$ cat src/rtl/rv_isa_pkg.sv
// RV32I subset shared by the encoder and the control decoder:
// op codes, major opcodes, funct fields and immediate range helper.
package rv_isa_pkg;

  typedef enum logic [2:0] {
    OP_ADD = 3'd0,
    OP_SUB = 3'd1,
    OP_AND = 3'd2,
    OP_OR  = 3'd3,
    OP_LW  = 3'd4,
    OP_SW  = 3'd5,
    OP_BEQ = 3'd6,
    OP_ILL = 3'd7
  } op_e;

  localparam logic [6:0] OPC_RTYPE  = 7'b0110011;
  localparam logic [6:0] OPC_LOAD   = 7'b0000011;
  localparam logic [6:0] OPC_STORE  = 7'b0100011;
  localparam logic [6:0] OPC_BRANCH = 7'b1100011;

  localparam logic [2:0] F3_ADDSUB = 3'b000;
  localparam logic [2:0] F3_AND    = 3'b111;
  localparam logic [2:0] F3_OR     = 3'b110;
  localparam logic [2:0] F3_LSW    = 3'b010;
  localparam logic [2:0] F3_BEQ    = 3'b000;

  localparam logic [6:0] F7_BASE = 7'h00;
  localparam logic [6:0] F7_SUB  = 7'h20;

  // 13-bit immediate fits the 12-bit signed I/S field
  function automatic logic imm12_ok(logic [12:0] imm);
    return imm[12] == imm[11];
  endfunction

endpackage

$ cat src/rtl/rv_encode_core.sv
// Combinational RV32I field packer for one operation descriptor.
// Flags ops that have no legal encoding.
module rv_encode_core
  import rv_isa_pkg::*;
(
  input  logic [2:0]  op_i,
  input  logic [4:0]  rd_i,
  input  logic [4:0]  rs1_i,
  input  logic [4:0]  rs2_i,
  input  logic [12:0] imm_i,
  output logic [31:0] instr_o,
  output logic        illegal_o
);

  logic [31:0] rtype;

  assign rtype = {F7_BASE, rs2_i, rs1_i,
                  F3_ADDSUB, rd_i, OPC_RTYPE};

  always_comb begin
    instr_o   = '0;
    illegal_o = 1'b0;
    unique case (1'b1)
      (op_i == OP_ADD): instr_o = rtype;
      (op_i == OP_SUB): begin
        instr_o = rtype;
        instr_o[31:25] = F7_SUB;
      end
      (op_i == OP_AND): begin
        instr_o = rtype;
        instr_o[14:12] = F3_AND;
      end
      (op_i == OP_OR): begin
        instr_o = rtype;
        instr_o[14:12] = F3_OR;
      end
      (op_i == OP_LW): begin
        illegal_o = !imm12_ok(imm_i);
        instr_o = {imm_i[11:0], rs1_i,
                   F3_LSW, rd_i, OPC_LOAD};
      end
      (op_i == OP_SW): begin
        illegal_o = !imm12_ok(imm_i);
        instr_o = {imm_i[11:5], rs2_i, rs1_i,
                   F3_LSW, imm_i[4:0], OPC_STORE};
      end
      (op_i == OP_BEQ): begin
        illegal_o = imm_i[0];
        instr_o = {imm_i[12], imm_i[10:5],
                   rs2_i, rs1_i, F3_BEQ,
                   imm_i[4:1], imm_i[11],
                   OPC_BRANCH};
      end
      default: illegal_o = 1'b1;
    endcase
  end

endmodule

$ cat src/rtl/instr_encoder.sv
// Streaming RV32I encoder: valid/ready in, one registered word out
// tagged with a sequential byte address; error and emit counters.
module instr_encoder
  import rv_isa_pkg::*;
#(
  parameter int          ADDR_W    = 10,
  parameter int unsigned BASE_ADDR = 0
) (
  input  logic              clk,
  input  logic              rst,
  input  logic              clr,
  input  logic              in_valid,
  output logic              in_ready,
  input  logic [2:0]        in_op,
  input  logic [4:0]        in_rd,
  input  logic [4:0]        in_rs1,
  input  logic [4:0]        in_rs2,
  input  logic [12:0]       in_imm,
  output logic              out_valid,
  input  logic              out_ready,
  output logic [31:0]       out_instr,
  output logic [ADDR_W-1:0] out_addr,
  output logic              err_pulse,
  output logic              err_sticky,
  output logic [15:0]       count
);

  localparam logic [ADDR_W-1:0] BASE = ADDR_W'(BASE_ADDR);

  logic              vld_q, vld_d;
  logic [31:0]       instr_q, instr_d;
  logic [ADDR_W-1:0] addr_q, addr_d;
  logic [ADDR_W-1:0] ctr_q, ctr_d;
  logic              pulse_q, pulse_d;
  logic              sticky_q, sticky_d;
  logic [15:0]       cnt_q, cnt_d;
  logic [31:0]       enc;
  logic              illegal;
  logic              accept;

  rv_encode_core u_core (
    .op_i      (in_op),
    .rd_i      (in_rd),
    .rs1_i     (in_rs1),
    .rs2_i     (in_rs2),
    .imm_i     (in_imm),
    .instr_o   (enc),
    .illegal_o (illegal)
  );

  assign in_ready = !clr && (!vld_q || out_ready);
  assign accept   = in_valid && in_ready;

  always_comb begin
    vld_d    = vld_q;
    instr_d  = instr_q;
    addr_d   = addr_q;
    ctr_d    = ctr_q;
    pulse_d  = 1'b0;
    sticky_d = sticky_q;
    cnt_d    = cnt_q;
    if (clr) begin
      vld_d    = 1'b0;
      ctr_d    = BASE;
      sticky_d = 1'b0;
    end else begin
      if (vld_q && out_ready) begin
        vld_d = 1'b0;
        if (cnt_q != 16'hFFFF) cnt_d = cnt_q + 16'd1;
      end
      // a rejected op leaves the buffer to drain on its own
      if (accept && illegal) begin
        pulse_d  = 1'b1;
        sticky_d = 1'b1;
      end else if (accept) begin
        vld_d   = 1'b1;
        instr_d = enc;
        addr_d  = ctr_q;
        ctr_d   = ctr_q + ADDR_W'(4);
      end
    end
  end

  always_ff @(posedge clk or posedge rst) begin
    if (rst) begin
      vld_q    <= 1'b0;
      instr_q  <= '0;
      addr_q   <= BASE;
      ctr_q    <= BASE;
      pulse_q  <= 1'b0;
      sticky_q <= 1'b0;
      cnt_q    <= '0;
    end else begin
      vld_q    <= vld_d;
      instr_q  <= instr_d;
      addr_q   <= addr_d;
      ctr_q    <= ctr_d;
      pulse_q  <= pulse_d;
      sticky_q <= sticky_d;
      cnt_q    <= cnt_d;
    end
  end

  assign out_valid  = vld_q;
  assign out_instr  = instr_q;
  assign out_addr   = addr_q;
  assign err_pulse  = pulse_q;
  assign err_sticky = sticky_q;
  assign count      = cnt_q;

endmodule

$ cat config.mk
export PLATFORM = sky130hd
export DESIGN_NAME = instr_encoder
export DESIGN_NICKNAME = d
export VERILOG_FILES = /design/src/rtl/rv_isa_pkg.sv /design/src/rtl/rv_encode_core.sv /design/src/rtl/instr_encoder.sv
export SDC_FILE = /design/constraint.sdc
export NUM_CORES = 1
export LEC_CHECK = 0
export BUFFER_PORTS_ARGS = -buffer_cell sky130_fd_sc_hd__buf_2
export CAP_MARGIN = 20
export CELL_PAD_IN_SITES_DETAIL_PLACEMENT = 1
export CELL_PAD_IN_SITES_GLOBAL_PLACEMENT = 1
export CORE_ASPECT_RATIO = 0.75
export CORE_MARGIN = 2
export CORE_UTILIZATION = 42
export CTS_CLUSTER_DIAMETER = 200
export DETAILED_ROUTE_END_ITERATION = 12
export PLACE_DENSITY = 0.95
export SYNTH_ARGS = -nofsm -noshare
export SYNTH_HDL_FRONTEND = slang
export SYNTH_SLANG_ARGS = --single-unit
$ cat constraint.sdc
create_clock -name clk -period 3.1 [get_ports clk]
set_clock_uncertainty 0.15 [all_clocks]
set_input_delay 0.31 -clock clk [delete_from_list [all_inputs] [get_ports clk]]
set_output_delay 0.31 -clock clk [all_outputs]
set_load 0.02 [all_outputs]
==> flow_summary.yaml <==
run_status:
  status: "finished, final reports clean"
pwr:
  p_sw_share_pct: 31.9
  clock_power_share_pct: 32.4
  p_seq_share_pct: 45.3
  pwr-share-comb_pct: 22.3
  leakagePower_nw: 1.90
  power_switching_mw: 0.716
  p_per_area_nw_per_um2: 586
  intPower_mw: 1.53
  ir_drop_v: 0.000298
die:
  die-area_um2: 8050
  die_h_um: 78.2
  coreArea_um2: 7230
  initial_core_util_pct: 42.6
  ios: 98
  die_x_um: 103
  row_count: 27
synthesis:
  async_flop_share_pct: 100
  yosysMostFrequentCell: "dfrtp_1"
  synth_top_area_share_pct: 51.9
  yosys.cell_types.count: 49
  syn_area_um2: 3080
  yosysTopAreaCell: "dfrtp_1"
  ys_top_cells_by_count: "dfrtp_1 (64), a21oi_1 (18), nand2_1 (18), o21ai_0 (16), o31ai_1 (16)"
  yosys_warnings: 0
  synthFlopType: "dfrtp_1"
  syn_inst: 288
  ys_seq_area_share_pct: 51.9
  avgSynthCellArea_um2: 10.7
  ys_seq_elements: 64
  synth_edf_count: 0
  synth_area_leaders: "dfrtp_1 (52%), mux2_2 (5.5%), o31ai_1 (3.9%)"
route:
  drc: 0
  viasPerCell: 5.66
  drt-initial-drc-count: 136
  wl_per_cell_um: 18.3
  ant_nets: 0
  num_vias: 2761
  totalWireLength_mm: 8.93
  drt_first_pass_iters: 4
clock_network:
  cts_made_buffers: 9
  ctsHtreeMaxLevel: 3
  cts_max_path_buffers: 2
  path_clk_slew_ns: 0.07
  cts_sinks: 64
  cts_resized: 0
  cts_root_buffer: "clkbuf_8"
  insertion_delay_ns: 0.34
  cts_tree: "built"
critical_path:
  worst-path-max-fanout: 12
  end_kind: "flip-flop"
  cp-start-kind: "flip-flop"
  startpoint: "out_valid"
  worstReg2RegStart: "out_valid"
  crit_required_ns: 3.20
  cp.arrival_ns: 2.39
  criticalPathCategory: "flip-flop to flip-flop"
sta:
  finalSetupViolations: 0
  fin_crit_ns: 2.29
  worstMarginPinSlew_ns: 0.659
  final_hold_viol_count: 0
  finalSetupTns_ns: 0
  max_freq_mhz: 437
  slew_viol_final: 0
  rsz0062_at_grt: "no"
  slew_headroom_pct: 55.9
  period_share_pct: 73.9
global_routing:
  overflow: 0
  grt_first_pass_wirelength_mm: 14.6
  antenna_found_initial: 0
  grt_pass1_vias: 2875
  grt_start_max_net_pins: 32
  grt_use_total_pct: 23.5
finish:
  diodes: 0
  nNetsFinal: 420
  stdcell_count: 488
  area_growth_pct: 24.4
  drive_gt1_share_pct: 34.6
  fillCellCount: 851
placed_design:
  place.gp.congestion: 0.799
  dp.cells: 471
  hpwl_mm: 6.47
  numPortBuffers: 93
min_path:
  hp-class: "input pin to flip-flop"
  hold_start: "in_rs1[1]"
flow_run:
  cap_violations: 0
-- cells by family (layout without fill, tap and decap cells) --
logic type	Yosys count	after routing	share of synthesized area (%)
buf+inv	29	125	4.50
mux	21	21	7.63
other cells	1	4	0.122
flops	64	64	51.9
xor+xnor	14	14	3.98
simple gates	78	78	14.1
fa+ha+maj	2	2	0.812
compound gates	79	79	16.9
-- final cells by class --
class	instances	area [µm²]	share of cell area, %
Tap cell	101	126	3.30
Multi-Input combinational cell	198	1350	35.3
Timing Repair Buffer	100	520	13.6
Clock buffer	13	159	4.14
Inverter	9	33.8	0.881
Clock inverter	3	40.0	1.04
Sequential cell	64	1600	41.8
-- power groups by stage --
| stage | Combinational (mW) | Sequential [mW] | Clock [mW] |
|---|---|---|---|
| 2_1_floorplan | 0.195 | 1.14 | 0 |
| 6_report | 0.500 | 1.02 | 0.729 |
| 3_3_place_gp | 0.478 | 1.03 | 0 |
| 5_1_grt | 0.547 | 1.03 | 0.785 |
| 3_5_place_dp | 0.503 | 1.03 | 0 |
| 4_1_cts | 0.505 | 1.02 | 0.739 |
-- registers in the layout (all words and copies together) (netlist names) --
name	cells
out_instr	29
out_addr	8
err_pulse	1
err_sticky	1
ctr_q	8
out_valid	1
count	16
-- worst paths after layout --
kind                                  to  slack (ns)  depth (start not counted)
min                        out_instr[16]        0.06                          3
max reg2reg                out_instr[26]        0.81                          5
max in group asynchronous    out_addr[5]        1.85                          4
min in group asynchronous       count[5]        0.29                          3
max                        out_instr[26]        0.81                          5
min reg2reg                   err_sticky        0.33                          1
-- critical path, cell delays in order (launching register included) --
cell      delay (ns)
dfrtp_1         0.41
nand2b_1        0.25
and2_1          0.33
nand3_1         0.48
buf_4           0.37
o21ai_0         0.22
-- timing repair --
action                     4_1_cts  5_1_grt
hold buffers                     1        0
hold endpoints to repair         9        0
setup buffers                    0        0
setup endpoints to repair        0        0
-- stage by stage --
step	setup slack (ns)	instance area (µm²)	power, mW	hold WS (ns)	util [%]
4_1_cts	0.836	3830	2.26	0.0538	53.0
5_1_grt	0.654	3830	2.36	0.0658	53.0
2_1_floorplan	1.04	3090	1.33	0.292	-
6_report	0.809	3830	2.25	0.0563	53.0
3_3_place_gp	0.761	3630	1.50	0.0888	50.2
3_5_place_dp	0.591	3630	1.53	0.0930	50.2
-- metal layers --
layer  vias up  routed length [µm]  global-route usage [%]
met1      1389                3790                    30.5
met2       109                4390                    37.5
li1       1249                   -                       -
met3        14                 615                    6.95
met4         0                 133                    7.76
met5         -                   0                       0
-- cells in the final DEF (no fill, tap or decap), types with 8 or more instances in the layout --
cell,count
buf_2,93
dfrtp_1,64
nand2_1,18
a21oi_1,18
o31ai_1,16
o21ai_0,16
mux2_2,15
nand3_1,14
clkbuf_8,11
xnor2_1,8
a31oi_1,8
(Power assumes the default switching activity.)
